[src/rtl/fir_interpolator.sv]
// Polyphase FIR interpolator: one input sample in, L filtered output samples out,
// computed on a single time-multiplexed multiply-accumulate.
module fir_interpolator #(
  parameter int IW             = 16,
  parameter int CW             = 16,
  parameter int L              = 4,
  parameter int TAPS_PER_PHASE = 5,
  parameter int COEF_FRAC      = 15
) (
  input  logic                                   clk,
  input  logic                                   reset,
  input  logic [L*TAPS_PER_PHASE-1:0][CW-1:0]    coefficients,
  input  logic                                   in_valid,
  output logic                                   in_ready,
  input  logic [IW-1:0]                          data_in,
  output logic                                   out_valid,
  input  logic                                   out_ready,
  output logic [IW-1:0]                          data_out
);

  localparam int T    = TAPS_PER_PHASE;
  localparam int NT   = L * T;
  localparam int AW   = IW + CW + $clog2(T);
  localparam int KW   = (T > 1) ? $clog2(T) : 1;
  localparam int PW   = (L > 1) ? $clog2(L) : 1;
  localparam int IDXW = (NT > 1) ? $clog2(NT) : 1;

  localparam logic signed [AW-1:0] HALF    = {{(AW-COEF_FRAC){1'b0}}, 1'b1, {(COEF_FRAC-1){1'b0}}};
  localparam logic signed [AW-1:0] SAT_MAX = {{(AW-IW+1){1'b0}}, {(IW-1){1'b1}}};
  localparam logic signed [AW-1:0] SAT_MIN = {{(AW-IW+1){1'b1}}, {(IW-1){1'b0}}};

  typedef enum logic [1:0] {IDLE, MAC, ROUND, HOLD} state_t;

  state_t                  state_q, state_d;
  logic [PW-1:0]           phase_q, phase_d;
  logic [KW-1:0]           k_q, k_d;
  logic signed [AW-1:0]    acc_q, acc_d;
  logic signed [IW-1:0]    x_q [T];
  logic signed [IW-1:0]    x_d [T];
  logic [IW-1:0]           data_out_q, data_out_d;
  logic                    in_ready_q, in_ready_d;
  logic                    out_valid_q, out_valid_d;

  logic [IDXW-1:0]         coef_idx;
  logic signed [IW+CW-1:0] prod;
  logic signed [AW-1:0]    rounded;
  logic signed [AW-1:0]    shifted;

  // Phase p of the polyphase bank uses taps p, p+L, p+2L, ...
  assign coef_idx = IDXW'(k_q) * IDXW'(L) + IDXW'(phase_q);
  assign prod     = x_q[k_q] * $signed(coefficients[coef_idx]);
  assign rounded  = acc_q + HALF;
  assign shifted  = rounded >>> COEF_FRAC;

  always_comb begin
    state_d    = state_q;
    phase_d    = phase_q;
    k_d        = k_q;
    acc_d      = acc_q;
    data_out_d = data_out_q;
    for (int i = 0; i < T; i++) x_d[i] = x_q[i];

    case (state_q)
      IDLE: begin
        if (in_valid && in_ready_q) begin
          x_d[0] = $signed(data_in);
          for (int i = 1; i < T; i++) x_d[i] = x_q[i-1];
          phase_d = '0;
          k_d     = '0;
          acc_d   = '0;
          state_d = MAC;
        end
      end
      MAC: begin
        acc_d = acc_q + AW'(prod);
        k_d   = k_q + KW'(1);
        if (k_q == KW'(T-1)) state_d = ROUND;
      end
      ROUND: begin
        if (shifted > SAT_MAX)      data_out_d = SAT_MAX[IW-1:0];
        else if (shifted < SAT_MIN) data_out_d = SAT_MIN[IW-1:0];
        else                        data_out_d = shifted[IW-1:0];
        state_d = HOLD;
      end
      HOLD: begin
        if (out_valid_q && out_ready) begin
          if (phase_q != PW'(L-1)) begin
            phase_d = phase_q + PW'(1);
            k_d     = '0;
            acc_d   = '0;
            state_d = MAC;
          end else begin
            phase_d = '0;
            state_d = IDLE;
          end
        end
      end
      default: state_d = IDLE;
    endcase

    // Handshake flags are registered copies of the next state.
    in_ready_d  = (state_d == IDLE);
    out_valid_d = (state_d == HOLD);
  end

  always_ff @(posedge clk or posedge reset) begin
    if (reset) begin
      state_q     <= IDLE;
      phase_q     <= '0;
      k_q         <= '0;
      acc_q       <= '0;
      data_out_q  <= '0;
      in_ready_q  <= 1'b0;
      out_valid_q <= 1'b0;
      for (int i = 0; i < T; i++) x_q[i] <= '0;
    end else begin
      state_q     <= state_d;
      phase_q     <= phase_d;
      k_q         <= k_d;
      acc_q       <= acc_d;
      data_out_q  <= data_out_d;
      in_ready_q  <= in_ready_d;
      out_valid_q <= out_valid_d;
      for (int i = 0; i < T; i++) x_q[i] <= x_d[i];
    end
  end

  assign in_ready  = in_ready_q;
  assign out_valid = out_valid_q;
  assign data_out  = data_out_q;

endmodule

[config.mk]
export PLATFORM = sky130hd
export DESIGN_NAME = fir_interpolator
export DESIGN_NICKNAME = d
export VERILOG_FILES = /design/src/rtl/fir_interpolator.sv
export SDC_FILE = /design/constraint.sdc
export NUM_CORES = 1
export LEC_CHECK = 0
export ABC_CLOCK_PERIOD_IN_PS = 7900
export BUFFER_PORTS_ARGS = -buffer_cell sky130_fd_sc_hd__buf_2
export CAP_MARGIN = 20
export CORE_AREA = 8 8 250 252
export DETAILED_ROUTE_END_ITERATION = 10
export DIE_AREA = 0 0 258 260
export GPL_TIMING_DRIVEN = 0
export SYNTH_ARGS = -nofsm -noshare
export SYNTH_HDL_FRONTEND = slang
export SYNTH_SLANG_ARGS = --single-unit
export TNS_END_PERCENT = 20
[constraint.sdc]
create_clock -name clk -period 7.9 [get_ports clk]
set_input_delay 2.37 -clock clk [delete_from_list [all_inputs] [get_ports clk]]
set_output_delay 2.37 -clock clk [all_outputs]
set_load 0.02 [all_outputs]
# Word level (Yosys, flattened, before mapping)
# Cells that the tools add are included.
# Widths: inputs -> output; s select.
# op_classes
add_sub_neg,5
n_mul,1
magnitude_cmp,4
n_eq_ne,9
mux,24
bitwise,1
n_reduce_logical,9
# op_table
operator,count
$mux 35,3
$pmux 35 s3,1
$bmux 16 s5,1
$mux 16,5
$bmux 16 s3,1
$add 35x16->35 const B,1
$add 35x32->35,1
$mul 16x16->32,1
$gt 20x16->1 const B,1
$lt 20x16->1 const B,1
$mux 2,6
$mux 3,3
$pmux 3 s3,1
$ne 2x2->1 const B,4
$pmux 2 s4,1
$eq 2x2->1 const B,3
$lt 5x6->1 const B,1
$add 5x2->5,1
$ge 4x4->1 const B,1
$logic_not 2->1,2
$not 3->4,1
$pmux 2 s2,1
$reduce_and 4->1,1
$add 3x1->3 const B,1
other kinds (9),10
# totals
regBits,140
wordCells,65

# Logic depth before layout (Yosys ltp)
# depth
word_depth,7
mapped_depth,31

# Worst setup path after synthesis
# OpenSTA, ideal clock, no wires.
# synth_path
path_kind,input to register
startpoint,in coefficients[118] in the netlist's numbering
endpoint,reg acc_q[31]
arrival_ns,8.877
required_time_ns,7.778
slack_ns,-1.099
cell_stages,25
n_path_buf,1
cell_sequence,mux4_2 > mux4_2 > a22oi_2 > buf_2 > nor2_1 > fa_1 > fa_1 > inv_1 > fa_1 > inv_1 > fa_1 > fa_1 > inv_1 > fa_1 > inv_1 > ha_1 > a21o_1 > a21o_1 > a21o_1 > o41a_1 > a41oi_2 > o21bai_1 > a21oi_2 > o41ai_1 > a32o_1
# synth_between
elab_chain_cells,5
# synth_rtl
element,line_no,rtl
from (decl),12,"input logic [L*TAPS_PER_PHASE-1:0][CW-1:0] coefficients,"
$bmux 16 s5,51,assign prod = x_q[k_q] * $signed(coefficients[coef_idx]);
$mux 16 (implied by the code),51,
$mul 16x16->32,51,
$add 35x32->35,75,acc_d = acc_q + AW'(prod);
$pmux 35 s3,63,case (state_q)
to (signal assigned),111,acc_q <= '0;
to (signal assigned),120,acc_q <= acc_d;
to (decl),37,"logic signed [AW-1:0] acc_q, acc_d;"
# No other way between the ends. The select of a mux whose other input is x is not followed.
# A chain may end at the register's enable or synchronous reset.

# Final worst setup path
# layout_path
startpoint,in coefficients[125] in the netlist's numbering
endpoint,reg acc_q[30]
# Same word-level chain as after synthesis.

==> results.toml <==
[setup_path]
cp-start-kind = "primary input"
cp-end-kind = "flop"
arrival_ps = 9190
critical_path_class = "in -> reg"
worstPathMaxFanout = 5
required_ps = 8210

[finish]
nets = 3108
fin_cells = 3148
final_common_cell = "buf_2"
area_growth_pct = 22.96
nFillCells = 5638
final_cell_mix = "368 x buf_2, 341 x inv_1, 296 x fa_1, 197 x nor2_1, 140 x dfrtp_1"
layout-drive-gt1-share = 0.3506

[grt]
track_usage = 0.2247
grt_first_pass_wirelength_mm = 113.8
grt_max_degree = 95
grt_pass1_vias = 18800
overflow = 0
antenna_found_initial = 25

[route]
vias_per_cell = 5.207
antenna_left = 0
wire_per_inst_um = 23.63
drtIter0Drc = 996
wirelength_mm = 74.38
drcViolationCount = 0
firstDrtPassIters = 5
vias = 16390

[timing]
fin_crit_sh = 1.124
final_period_minus_worst_setup_slack_ps = 8881
clock_skew_ps = 9.730
hold_violations = 0
setup_violations = 23
final-max-slew-violation-count = 0
tightest_slew_ps = 1026
worst_slack_ps = -981.3
holdWs_ps = 492.9
rsz0062_at_grt = "true"
fin_setup_tns_ps = -14140
fmaxAchievable_ghz = 0.1126
slew_headroom = 0.3161

[clock_tree]
path_clk_slew_ps = 60
cts.sinks = 140
cts_made_buffers = 17
worstSkewPairLatency_ps = 450
cts_root_buf = "clkbuf_16"
cts_tree = "built"
cts_max_level = 4
cts_max_path_buffers = 2

[synth]
syn_area_um2 = 20190
ys_warn_count = 0
synthArstFlopShare = 1.000
synth-seq-cells = 140
syn_inst = 1918
synth_nets = 2676
synth_ff_type = "dfrtp_1"
ys_seq_area_frac = 0.1735
synth.avg_cell_area_um2 = 10.53
synth-edff-count = 0
ys_types = 71

[die]
io_pins = 358
dieArea_um2 = 67080
initial_core_util = 0.3453
die-height_um = 260
die_w_um = 258
num_rows = 89
coreArea_um2 = 58460

[outcome]
failed_checks = "negative setup slack"
status = "complete, but fails checks"

[place]
dp.cells = 3049
dp_hpwl_mm = 62.88
port_buffers = 357
gp_congestion = 0.9217

[flow_run]
max_cap_viol_count = 0

[worst_hold_path]
hold_class = "reg -> reg"
## cells by family (layout without fill, tap and decap cells)
family / count (synthesis) / after routing / synth area share
XOR/XNOR: 51 / 51 / 0.02213
multiplexers: 206 / 206 / 0.1685
other: 0 / 13 / 0
buffers and inverters: 456 / 900 / 0.09185
AO/OA/AOI/OAI: 214 / 214 / 0.07592
AND/OR/NAND/NOR: 433 / 433 / 0.09377
flip-flops: 140 / 140 / 0.1735
adder cells (fa/ha/maj): 418 / 418 / 0.3743
## timing repair
item,4_1_cts,5_1_grt
pin swaps,68,54
resized for setup,106,51
hold buffers,0,0
gates cloned,1,0
buffers inserted,42,11
setup endpoints to repair,27,26
## critical path, stage by stage
cell and delay [ps]:
buf_2 120, mux4_2 480, mux4_2 500, a22oi_2 150, buf_4 180, buf_6 140, nor2_1 70, fa_1 610
fa_1 450, fa_1 620, fa_2 470, fa_1 490, inv_1 50, fa_1 470, inv_1 60, ha_4 260
and4_4 230, and3_4 230, nand4_1 120, buf_6 190, a31oi_4 160, o21ai_2 90, a21oi_2 240, buf_4 150
buf_4 90, xnor2_1 110, o21ai_1 80
## final cells by class
class / count / area [µm²] / area share
Multi-Input combinational cell: 1322 / 15440 / 0.6219
Sequential cell: 140 / 3503 / 0.1411
Timing Repair Buffer: 413 / 2354 / 0.09481
Inverter: 363 / 1376 / 0.05544
Tap cell: 773 / 967.2 / 0.03896
Buffer: 93 / 571.8 / 0.02303
Clock buffer: 20 / 446.7 / 0.01799
Clock inverter: 11 / 135.1 / 0.005444
Antenna cell: 13 / 32.53 / 0.001310
## flip-flops by register name (all words and copies together) (netlist names)
register	count
acc_q	35
data_out	16
in_ready	1
k_q	3
out_valid	1
phase_q	2
state_q	2
x_q	80
## metal layers
layer,share of wire,track usage
met1,0.35,0.2401
met2,0.53,0.4159
met5,0.00077,0
met3,0.061,0.04788
met4,0.055,0.1119
## through the flow
stage | setup WS, ps | utilization | cell area, µm²
final | -981.3 | 0.4246 | 24820
after global routing | -1159 | 0.4244 | 24810
after CTS | -949.9 | 0.4196 | 24530
after detailed placement | -2316 | 0.3949 | 23080
after global placement | -2289 | 0.3943 | 23050
after floorplan | -916.0 | - | 20300
## cell usage after synthesis (4+ instances only)
cell type	instances	share of area
o21ai_0	39	0.0097
or2_2	14	0.0043
a32o_1	4	0.0020
dfrtp_1	140	0.17
a211oi_1	5	0.0019
mux2i_1	18	0.0089
nand2b_1	24	0.0074
and2_1	8	0.0025
buf_1	4	0.00074
nand3_1	16	0.0040
nand4_1	6	0.0019
clkbuf_1	44	0.0082
a22o_1	20	0.0087
inv_1	360	0.067
xnor2_1	27	0.012
o21ai_1	11	0.0027
and3_1	4	0.0012
o22ai_2	9	0.0056
a22oi_2	6	0.0037
buf_6	8	0.0045
o21a_1	11	0.0041
a21o_1	15	0.0056
nand2_1	130	0.024
a21oi_1	51	0.013
o21bai_1	5	0.0019
nor3_1	5	0.0012
xor2_1	24	0.010
ha_1	108	0.067
buf_4	9	0.0033
o22ai_1	7	0.0022
a31oi_1	5	0.0015
mux4_2	98	0.11
buf_2	25	0.0062
nor2_1	204	0.038
mux2_2	90	0.050
nor2b_1	6	0.0019
fa_1	310	0.31
a22oi_1	5	0.0019
## path summary, 6_finish.rpt
| kind | from | endpoint | slack (ps) | cells after the start |
|---|---|---|---|---|
| max reg2reg | k_q[0] | acc_q[30] | -550 | 27 |
| max | coefficients[125] | acc_q[30] | -980 | 27 |
| min in group asynchronous | reset | acc_q[5] | 1940 | 2 |
| min reg2reg | acc_q[6] | acc_q[6] | 490 | 2 |
| min | acc_q[6] | acc_q[6] | 490 | 2 |
| max in group asynchronous | reset | k_q[0] | 5110 | 3 |
Power is not shown: default switching activity piles up to over one toggle a cycle in this logic, so the estimate is an artifact.
